[config.mk]
export PLATFORM = sky130hd
export DESIGN_NAME = mult18_seq_ctrl
export DESIGN_NICKNAME = d
export VERILOG_FILES = /design/src/rtl/mult18_seq_ctrl.sv
export SDC_FILE = /design/constraint.sdc
export NUM_CORES = 1
export LEC_CHECK = 0
export ABC_AREA = 1
export CORE_UTILIZATION = 46
export DETAILED_ROUTE_END_ITERATION = 16
export HOLD_SLACK_MARGIN = 0.08
export PLACE_DENSITY = 0.76
export SLEW_MARGIN = 10
export SYNTH_ARGS = -nofsm -noshare
export SYNTH_HDL_FRONTEND = slang
export SYNTH_SLANG_ARGS = --single-unit
[constraint.sdc]
create_clock -name clk -period 5.85 [get_ports clk]
set_input_delay 1.4625 -clock clk [delete_from_list [all_inputs] [get_ports clk]]
set_output_delay 1.4625 -clock clk [all_outputs]
set_load 0.02 [all_outputs]
[src/rtl/mult18_seq_ctrl.sv]
// Sequential 18x18 multiplier controller driving a shared 9x9 multiplier.
// Define MULT18_SEQ_CTRL_PIPE_EN to register mul_C before accumulation.
module mult18_seq_ctrl (
    input  logic        clk,
    input  logic        reset,
    input  logic        in_valid,
    output logic        in_ready,
    input  logic [17:0] a,
    input  logic [17:0] b,
    input  logic        a_signed,
    input  logic        b_signed,
    output logic        out_valid,
    input  logic        out_ready,
    output logic [35:0] p,
    output logic [8:0]  mul_A,
    output logic [8:0]  mul_B,
    output logic        mul_A_sign,
    output logic        mul_B_sign,
    output logic        mul_HALF_0,
    input  logic [17:0] mul_C
);

    typedef enum logic [2:0] {
        IDLE,
        PP0,
        PP1,
        PP2,
        PP3,
        WAIT,
        DONE
    } state_t;

    state_t      state;
    logic [17:0] a_q;
    logic [17:0] b_q;
    logic        as_q;
    logic        bs_q;
    logic [35:0] acc;
    logic [35:0] c_ext;
    logic [35:0] term;
    logic [4:0]  sh;

    assign mul_HALF_0 = 1'b1;

    // Any signed operand makes the 18-bit partial product two's complement.
    assign c_ext = (mul_A_sign | mul_B_sign) ? {{18{mul_C[17]}}, mul_C}
                                             : {18'd0, mul_C};

    always_comb begin
        sh = 5'd0;
        case (state)
            PP1, PP2: sh = 5'd9;
            PP3:      sh = 5'd18;
            default:  sh = 5'd0;
        endcase
    end

    assign term = c_ext << sh;

`ifdef MULT18_SEQ_CTRL_PIPE_EN
    logic [35:0] term_q;
`endif

    always_ff @(posedge clk) begin
        if (reset) begin
            state      <= IDLE;
            a_q        <= 18'd0;
            b_q        <= 18'd0;
            as_q       <= 1'b0;
            bs_q       <= 1'b0;
            acc        <= 36'd0;
            p          <= 36'd0;
            out_valid  <= 1'b0;
            in_ready   <= 1'b1;
            mul_A      <= 9'd0;
            mul_B      <= 9'd0;
            mul_A_sign <= 1'b0;
            mul_B_sign <= 1'b0;
`ifdef MULT18_SEQ_CTRL_PIPE_EN
            term_q     <= 36'd0;
`endif
        end else begin
            case (state)
                IDLE: begin
                    if (in_valid && in_ready) begin
                        a_q        <= a;
                        b_q        <= b;
                        as_q       <= a_signed;
                        bs_q       <= b_signed;
                        acc        <= 36'd0;
                        in_ready   <= 1'b0;
                        mul_A      <= a[8:0];
                        mul_B      <= b[8:0];
                        mul_A_sign <= 1'b0;
                        mul_B_sign <= 1'b0;
                        state      <= PP0;
                    end
                end
                PP0: begin
`ifdef MULT18_SEQ_CTRL_PIPE_EN
                    term_q     <= term;
`else
                    acc        <= acc + term;
`endif
                    mul_A      <= a_q[8:0];
                    mul_B      <= b_q[17:9];
                    mul_A_sign <= 1'b0;
                    mul_B_sign <= bs_q;
                    state      <= PP1;
                end
                PP1: begin
`ifdef MULT18_SEQ_CTRL_PIPE_EN
                    term_q     <= term;
                    acc        <= acc + term_q;
`else
                    acc        <= acc + term;
`endif
                    mul_A      <= a_q[17:9];
                    mul_B      <= b_q[8:0];
                    mul_A_sign <= as_q;
                    mul_B_sign <= 1'b0;
                    state      <= PP2;
                end
                PP2: begin
`ifdef MULT18_SEQ_CTRL_PIPE_EN
                    term_q     <= term;
                    acc        <= acc + term_q;
`else
                    acc        <= acc + term;
`endif
                    mul_A      <= a_q[17:9];
                    mul_B      <= b_q[17:9];
                    mul_A_sign <= as_q;
                    mul_B_sign <= bs_q;
                    state      <= PP3;
                end
                PP3: begin
                    mul_A      <= 9'd0;
                    mul_B      <= 9'd0;
                    mul_A_sign <= 1'b0;
                    mul_B_sign <= 1'b0;
`ifdef MULT18_SEQ_CTRL_PIPE_EN
                    term_q     <= term;
                    acc        <= acc + term_q;
                    state      <= WAIT;
`else
                    p          <= acc + term;
                    out_valid  <= 1'b1;
                    state      <= DONE;
`endif
                end
`ifdef MULT18_SEQ_CTRL_PIPE_EN
                WAIT: begin
                    p          <= acc + term_q;
                    out_valid  <= 1'b1;
                    state      <= DONE;
                end
`endif
                DONE: begin
                    if (out_ready) begin
                        out_valid <= 1'b0;
                        in_ready  <= 1'b1;
                        state     <= IDLE;
                    end
                end
                default: begin
                    out_valid <= 1'b0;
                    in_ready  <= 1'b1;
                    state     <= IDLE;
                end
            endcase
        end
    end

endmodule

==> run summary, run 1 <==
The logs give 1405 for the synthesized netlist net count and 0.004597 mm² for the area of the multi-input gates. The clock passes through at most 2 buffers. The total placed cells including tap cells was 1604.

The logs give 5.214 mW for the overall power consumption and 1.025 for the global placement routability congestion. The tree built by TritonCTS fans out to 135 sinks. After floorplanning, the core was sized to cover 0.01742 mm².

The fraction of synthesized cell area in xor and xnor cells works out to 1.802%. Once detail routing completed, the nets flagged for antenna violations numbered 0. The kind of critical path is in -> reg. The via count of the first global-routing pass was 7664; the share of synthesized area spent on multiplexers was 0%. The tools report the fill cell total of the finished layout as 1727. Cells fill 58.02% of the core in the end. The tree is rooted in a clkbuf_16. The Yosys step of the flow raised 0 warnings. The type of the most critical hold path is reg -> reg. Prior to clock tree synthesis, the placed netlist has a worst setup slack of 0.9613 ns. The minimum clock period after layout was 4.533 ns. The repair_antennas step left the layout with diodes totalling 0.

Simple-gate area share of the yosys netlist: 28.81%. The most used flip-flop cell after synthesis is dfxtp_1. After detailed routing, the average wire length per cell comes to 15.06 µm. Cell type contributing the most total cell area after synthesis: dfxtp_1. Setup violations remaining at the end of the flow were counted as 0. Detailed placement finished with a half-perimeter wire length of 18.14 mm. The largest voltage drop on the vdd net came out at 0.0003716 V.

The max capacitance violation total came out at 0. In this run the worst path has a maximum fanout of 5. Number of antenna violations at the first check in global routing: 0. The number of clock buffers added by TritonCTS is 17. The worst setup path is launched from an input pin. The tools report the count of pins on the block boundary as 119.

For this design, the CTS-stage hold fixing added 0 buffers. The tools report the number of cell rows as 48. Of the total synthesized cell area, the portion taken by full adders, half adders and majority gates is 5.544%. For this run, design rule violations remaining after detail routing come to 0.

The synthesized netlist devotes 19.39% of its cell area to compound gates. For the total leakage power, the log shows 4.744 nW. The flow ran to the end, and the final reports show no timing, DRC or antenna violations. The synthesized flop and latch total was 135. The worst slew margin relative to its limit was 34.16%; the slew at the pin closest to its max-slew limit was 0.9866 ns. The share of the synthesized area in the top cell type is 32.72%. The flip-flop and latch area was 0.002703 mm². At the later pin of the worst-skew pair, clock insertion delay measures 0.43 ns. For the total count of hold-check failures in the final report, the log shows 0. The worst path arrival time is 4.88 ns, and the iteration-0 DRC count of the detailed router is 675.

The tools report the length of the first detailed-routing pass in iterations as 5. The final clock period utilization by the worst path works out to 77.48%. The post-CTS clock slew at the launch and capture registers of the worst setup and hold paths was 0.06 ns; the proportion of layout cells with a drive suffix above 1 was 3.830%.

The global-route usage over all layers is 27.32%. Power spread over the standard cell area amounts to 516.0 mW/mm². The total vias in the final route is 8539. The critical path required time was 6.19 ns; the wire length of the first global-routing pass was 39.26 mm.

For this run the aggregate overflow at the end of global routing stands at 0. The count of buffers inserted at the top-level ports is 117. The layout overhead on the synthesized area was 22.34%; the post-synthesis async set-or-reset flop share was 0%. The logs give 0.01850 mm² for the overall die area and 43 for the number of distinct library cell variants in the gate-level netlist after synthesis. Sorting the synthesized cells by area gives the leading types as dfxtp_1, nand2_1, a21oi_1, inv_1, nor2_1. The die is 136.0 µm wide. Setup repair after global routing left no endpoint under its margin. The count of pins over their slew limit is 0. TritonCTS built the clock tree. The mapped netlist covers 0.008260 mm². The maximum frequency from static timing analysis is 220.6 MHz. Summing the sequential cell areas from Yosys gives 32.72% of the chip area. The initial core utilization is 47.43%. The worst setup path is captured at a register. For the buffer count from post-CTS setup fixing, the log shows 0. The largest net degree at the start of global routing is 77, and the number of flops mapped to enable cells by yosys is 0. The tools report the accumulated negative setup slack as 0 ns. A synthesized cell averages 6.310 µm². The final layout contains 1494 nets. The worst setup skew after layout is 0.01272 ns. After synthesis, the largest family of logic cells by area is simple AND/OR/NAND/NOR gates.

Measured along the y axis, the die boundary spans 136.0 µm. After detailed routing, the total wire length is 24.62 mm. The post-layout worst setup margin is 1.317 ns, and the number of cells produced by synthesis is 1309. In this run, post-CTS repair resized a total of 0 instances. The routed via count divided by cell count was 5.223. Excluding fillers, the count of instances in the completed layout stands at 1635.

The H-tree was split into 4 levels.
## sequential cells by signal (all words and copies together) (netlist names)
| signal | flops |
|---|---|
| a_q | 18 |
| mul_A | 9 |
| state | 3 |
| out_valid | 1 |
| mul_B_sign | 1 |
| mul_A_sign | 1 |
| bs_q | 1 |
| in_ready | 1 |
| acc | 36 |
| p | 36 |
| mul_B | 9 |
| b_q | 18 |
| as_q | 1 |
## path summary, 6_finish.rpt
check	startpoint	to	slack, ns	cells past startpoint
max	mul_C[10]	acc[20]$_SDFFE_PP0P_	1.32	15
min	b_q[13]$_SDFFE_PP0P_	b_q[13]$_SDFFE_PP0P_	0.45	2
max reg2reg	state[2]$_SDFFE_PP0P_	acc[20]$_SDFFE_PP0P_	1.34	16
min reg2reg	b_q[13]$_SDFFE_PP0P_	b_q[13]$_SDFFE_PP0P_	0.45	2
## layer usage
layer  GRT usage (%)  up-vias  wire, µm
met1           36.07     3780     11240
li1                -     4385         -
met2           43.65      327     11070
met5               0        -         0
met4           10.06        0       621
met3           5.593       47      1688
## synthesized netlist by cell type (3+ instances only)
library cell    n
nand3b_1        3
inv_1         183
nand3_1        50
buf_2          19
o32ai_1         3
clkbuf_1       27
inv_2           5
nand2_1       333
xor2_1         16
o21bai_1        6
a21oi_1       142
nand2_4         3
nor3_1         11
buf_6           3
buf_4           4
a311oi_1        4
a22oi_1         4
a211oi_1        3
dfxtp_1       135
nand4_1        11
ha_1           35
a221oi_1        5
nor2_1        156
nor2_2          3
a31oi_1        12
o21ai_0       111
## critical path, cell delays in order
cell	delay, ns
clkdlybuf4s50_1	0.51
or2_0	0.16
o21a_1	0.14
or2_0	0.18
o21ai_0	0.14
a211oi_1	0.48
ha_1	0.31
nand2_1	0.13
nor3_1	0.55
nand4_1	0.33
nand3_1	0.17
nand2_1	0.05
nand2_1	0.08
nand2_1	0.05
a21oi_1	0.14
## metrics by stage
stage	hold slack [ns]	instance area, µm²
floorplan	0.4236	8260
global placement	0.4319	9498
detailed placement	0.4365	9498
CTS	0.4461	10110
global route	0.4620	10110
finish	0.4452	10110
## cells by family (layout without fill, tap and decap cells)
family	Yosys count	after routing
buf+inv	241	342
xor+xnor	17	17
fa+ha+maj	36	36
flops	135	135
compound gates	298	298
other cells	1	1
simple gates	581	581
## where the power goes
part | switching (mW) | total [mW] | internal [mW]
registers | 0.166 | 1.36 | 1.19
logic | 1.81 | 2.72 | 0.915
clock network | 0.448 | 1.13 | 0.686
total | 2.42 | 5.21 | 2.79
## area by class of cell
class | instances | share of cell area (%)
inverter | 188 | 6.983
timing repair buffer | 123 | 11.98
clock inverter | 13 | 1.671
multi-input combinational | 933 | 45.49
sequential | 135 | 26.74
clock buffer | 18 | 4.346
tap | 225 | 2.786
## layout by cell type, fill, tap and decap left out, types with 3 or more instances in the layout
cell             Yosys  layout
nor2_1             156     156
inv_1              183     183
dfxtp_1            135     135
nand2_1            333     333
xor2_1              16      16
nand3b_1             3       3
a221oi_1             5       5
clkbuf_16            0      17
a311oi_1             4       4
o21ai_0            111     111
nand2_4              3       3
inv_2                5       5
bufinv_16            0       3
a22oi_1              4       4
a31oi_1             12      12
buf_4                4       6
nor3_1              11      11
inv_6                0       5
a211oi_1             3       3
o32ai_1              3       3
nand3_1             50      50
ha_1                35      35
o21bai_1             6       6
clkdlybuf4s50_1      0     116
a21oi_1            142     142
nand4_1             11      11
No activity file was read; power rests on OpenSTA's default activity.
==> run 2: changes to the inputs <==
- clock period: 5.85 -> 4.7 ns (I/O delays scaled with it)
==> run 2 against run 1 <==
Register-to-register slack lost 0.41 ns. Sequential power grew 24%. Sequential share of layout area shrank 0.12 points. Clock skew shrank 0.0047 ns. Total power grew 26%. Final cell count grew 0.31%. Wire length grew 1.3%. Core utilization grew 0.26 points. Critical path type unchanged.
==> run summary, run 2 (synthesis gave the netlist of run 1 again) <==
The run finished with clean final reports. The wire length of the first global-routing pass came out at 39.85 mm (+1.5%). For the count of pins over their slew limit, the log shows 0 (unchanged). Setup repair after global routing left no endpoint under its margin. The tools report the largest net degree at the start of global routing as 74 (-3.9%). For the critical path required time, the log shows 5.06 ns (-1.13 ns). The tools report the worst setup timing slack at the placement stage as 0.1649 ns (-0.7964 ns).

The post-CTS clock slew at the launch and capture registers of the worst setup and hold paths was 0.07 ns (about the same); the proportion of layout cells with a drive suffix above 1 was 4.170% (+0.34 points). The run gives 0 ns (unchanged) as the accumulated negative setup slack. The number of resized instances in the post-cts repair step is 0 (unchanged), and the total leakage power is 4.771 nW (+0.55%). The count of buffers inserted at the top-level ports is 117 (unchanged). TritonCTS built the clock tree. Compared with the post-synthesis result, the final layout area differs by 22.89%. The final design instance area without fill is 0.01015 mm² (+0.45%), and the critical-path maximum fanout is 8 (+3).

The total of hold buffers inserted after clock tree synthesis was 0 (unchanged); the total of endpoints with negative setup slack in the final report was 0 (unchanged). The number of buffers added by the clock tree synthesis step is 17 (unchanged). Global-route usage over all layers: 28.02% (+0.70 points).

The via count of the first global-routing pass is 7859 (+2.5%). In the layout the commonest cells are nand2_1, inv_1, nor2_1. The run gives 32.46% (-1.7 points) as the worst slew margin relative to its limit. For the total count of hold-check failures in the final report, the log shows 0 (unchanged). The number of cells in the finished layout apart from fillers was 1640 (+0.31%); the post-detailed-placement cell area was 0.009528 mm² (+0.32%). The final wirelength was 24.95 mm (+1.3%).

The area of the core came out at 0.01742 mm² (unchanged). The type of the most critical hold path was reg -> reg. The total power divided by cell area works out to 645.2 mW/mm² (+25%). The die outline height works out to 136.0 µm (unchanged). The buffer count from post-CTS setup fixing is 0 (unchanged). The worst setup skew after layout came out at 0.008008 ns (-0.004715 ns). The maximum buffer depth of the clock tree was 2 (unchanged); the minimum clock period after layout was 4.184 ns. For the number of antenna violations at the first check in global routing, the log shows 0 (unchanged).

Overall die area: 0.01850 mm² (unchanged). The routed wirelength normalized by instance count works out to 15.21 µm (+1.0%). The max capacitance violation total is 0 (unchanged), and the slew at the pin closest to its max-slew limit is 1.008 ns (+0.02106 ns). The number of cell rows was 48 (unchanged). The cell sitting at the root of the clock tree is a clkbuf_16. The tools report the DRC violation count after routing as 0 (unchanged). The run gives 0.93 ns (-0.41 ns) as the worst-case register-to-register setup slack. In the final layout, the registers with the most flip-flops are acc: 36 flops, p: 36 flops. The final clock period utilization by the worst path works out to 89.01%. The worst setup path is of the in -> reg kind. For the worst hold slack, the log shows 0.4421 ns (-0.003106 ns). For the worst path arrival time, the log shows 4.54 ns (-0.34 ns). The run gives 119 (unchanged) as the count of pins on the block boundary. The logs give 4 (unchanged) for the deepest level of the CTS H-tree and 239.0 MHz for the maximum frequency from static timing analysis.

The largest voltage drop on the vdd net came out at 0.0003976 V (+7.0%). For the number of clock sinks seen by CTS, the log shows 135 (unchanged). The routed via count divided by cell count was 5.212 (-0.20%). The run gives 1731 (+0.23%) as the fill cell total of the finished layout. The count of nets left with antenna violations after detail routing was 0 (unchanged). The type of destination of the critical path was a register. The iteration-0 DRC count of the detailed router is 715 (+5.9%), and the later-pin clock latency in the skew report is 0.44 ns (about the same). The initial core utilization was 47.43% (unchanged); the total vias in the final route was 8548 (+0.11%). The library cell used most frequently in the layout, excluding fill and tap cells, is nand2_1. The global placement routability congestion was 0.9310 (-9.1%). The tools report the global-route congestion overflow total as 0 (unchanged). The critical path launch point type was an input pin.

The total number of nets in the final design was 1498 (+0.27%). The tools report the post-layout worst setup margin as 0.5164 ns (-0.8010 ns). The x dimension of the die came out at 136.0 µm (unchanged). The sum of net half-perimeters after detailed placement came out at 18.35 mm (+1.2%).

The total placed cells including tap cells is 1608 (+0.25%). For the count of antenna diodes in the layout, the log shows 0 (unchanged). The length of the first detailed-routing pass in iterations was 7 (+2).
==> run 2: worst paths after layout <==
| kind | depth (start not counted) | endpoint | startpoint |
|---|---|---|---|
| max | 18 | acc[20]$_SDFFE_PP0P_ | mul_C[17] |
| min | 2 | b_q[13]$_SDFFE_PP0P_ | b_q[13]$_SDFFE_PP0P_ |
| max reg2reg | 19 | acc[20]$_SDFFE_PP0P_ | state[0]$_SDFFE_PP0P_ |
| min reg2reg | 2 | b_q[13]$_SDFFE_PP0P_ | b_q[13]$_SDFFE_PP0P_ |
==> run 2: final cells by class <==
| type | count | area [µm²] | share of cell area [%] |
|---|---|---|---|
| well taps | 225 | 281.5 | 2.773 |
| clock buffers | 17 | 425.4 | 4.191 |
| multi-input cells | 933 | 4597 | 45.29 |
| flip-flops and latches | 135 | 2703 | 26.62 |
| repair buffers | 127 | 1241 | 12.23 |
| clock inverters | 15 | 197.7 | 1.947 |
| inverters | 188 | 705.7 | 6.952 |
==> run 2: routing by layer <==
layer	global-route usage (%)	vias up	wire, µm
met5	0	-	0
met4	10.93	0	669
met3	5.556	47	1468
met2	44.19	272	11070
met1	37.37	3836	11730
li1	-	4393	-
==> run 2: where the power goes <==
part / total, mW / switching (mW) / internal (mW)
registers: 1.68 / 0.199 / 1.48
logic: 3.43 / 2.27 / 1.15
clock network: 1.44 / 0.626 / 0.817
total: 6.55 / 3.10 / 3.45
==> run 2: through the flow <==
step                      power, mW  utilization (%)
final                         6.549            58.28
after global routing          7.043            58.28
after CTS                     6.537            58.28
after detailed placement      5.073            54.71
after global placement        5.063            54.71
after floorplan               4.067                -
==> run 2: worst max-delay path, cell delays in order <==
cell             delay, ns
clkdlybuf4s50_1       0.48
o21ai_0               0.19
nand2_4               0.16
nand2_2               0.06
inv_2                 0.07
o21ai_0               0.07
o21ai_0               0.48
ha_1                  0.29
nand2_1               0.07
inv_1                 0.11
nand2_1               0.16
nor3_1                0.47
nand4_1               0.26
nand3_1               0.15
nand2_1               0.05
nand2_1               0.08
nand2_1               0.05
a21oi_1               0.15
==> run 3: changes to the inputs <==
- CTS_CLUSTER_DIAMETER: not set -> 40
==> results of run 3 <==
Final layout, timing and power as in run 2 (identical DEF).
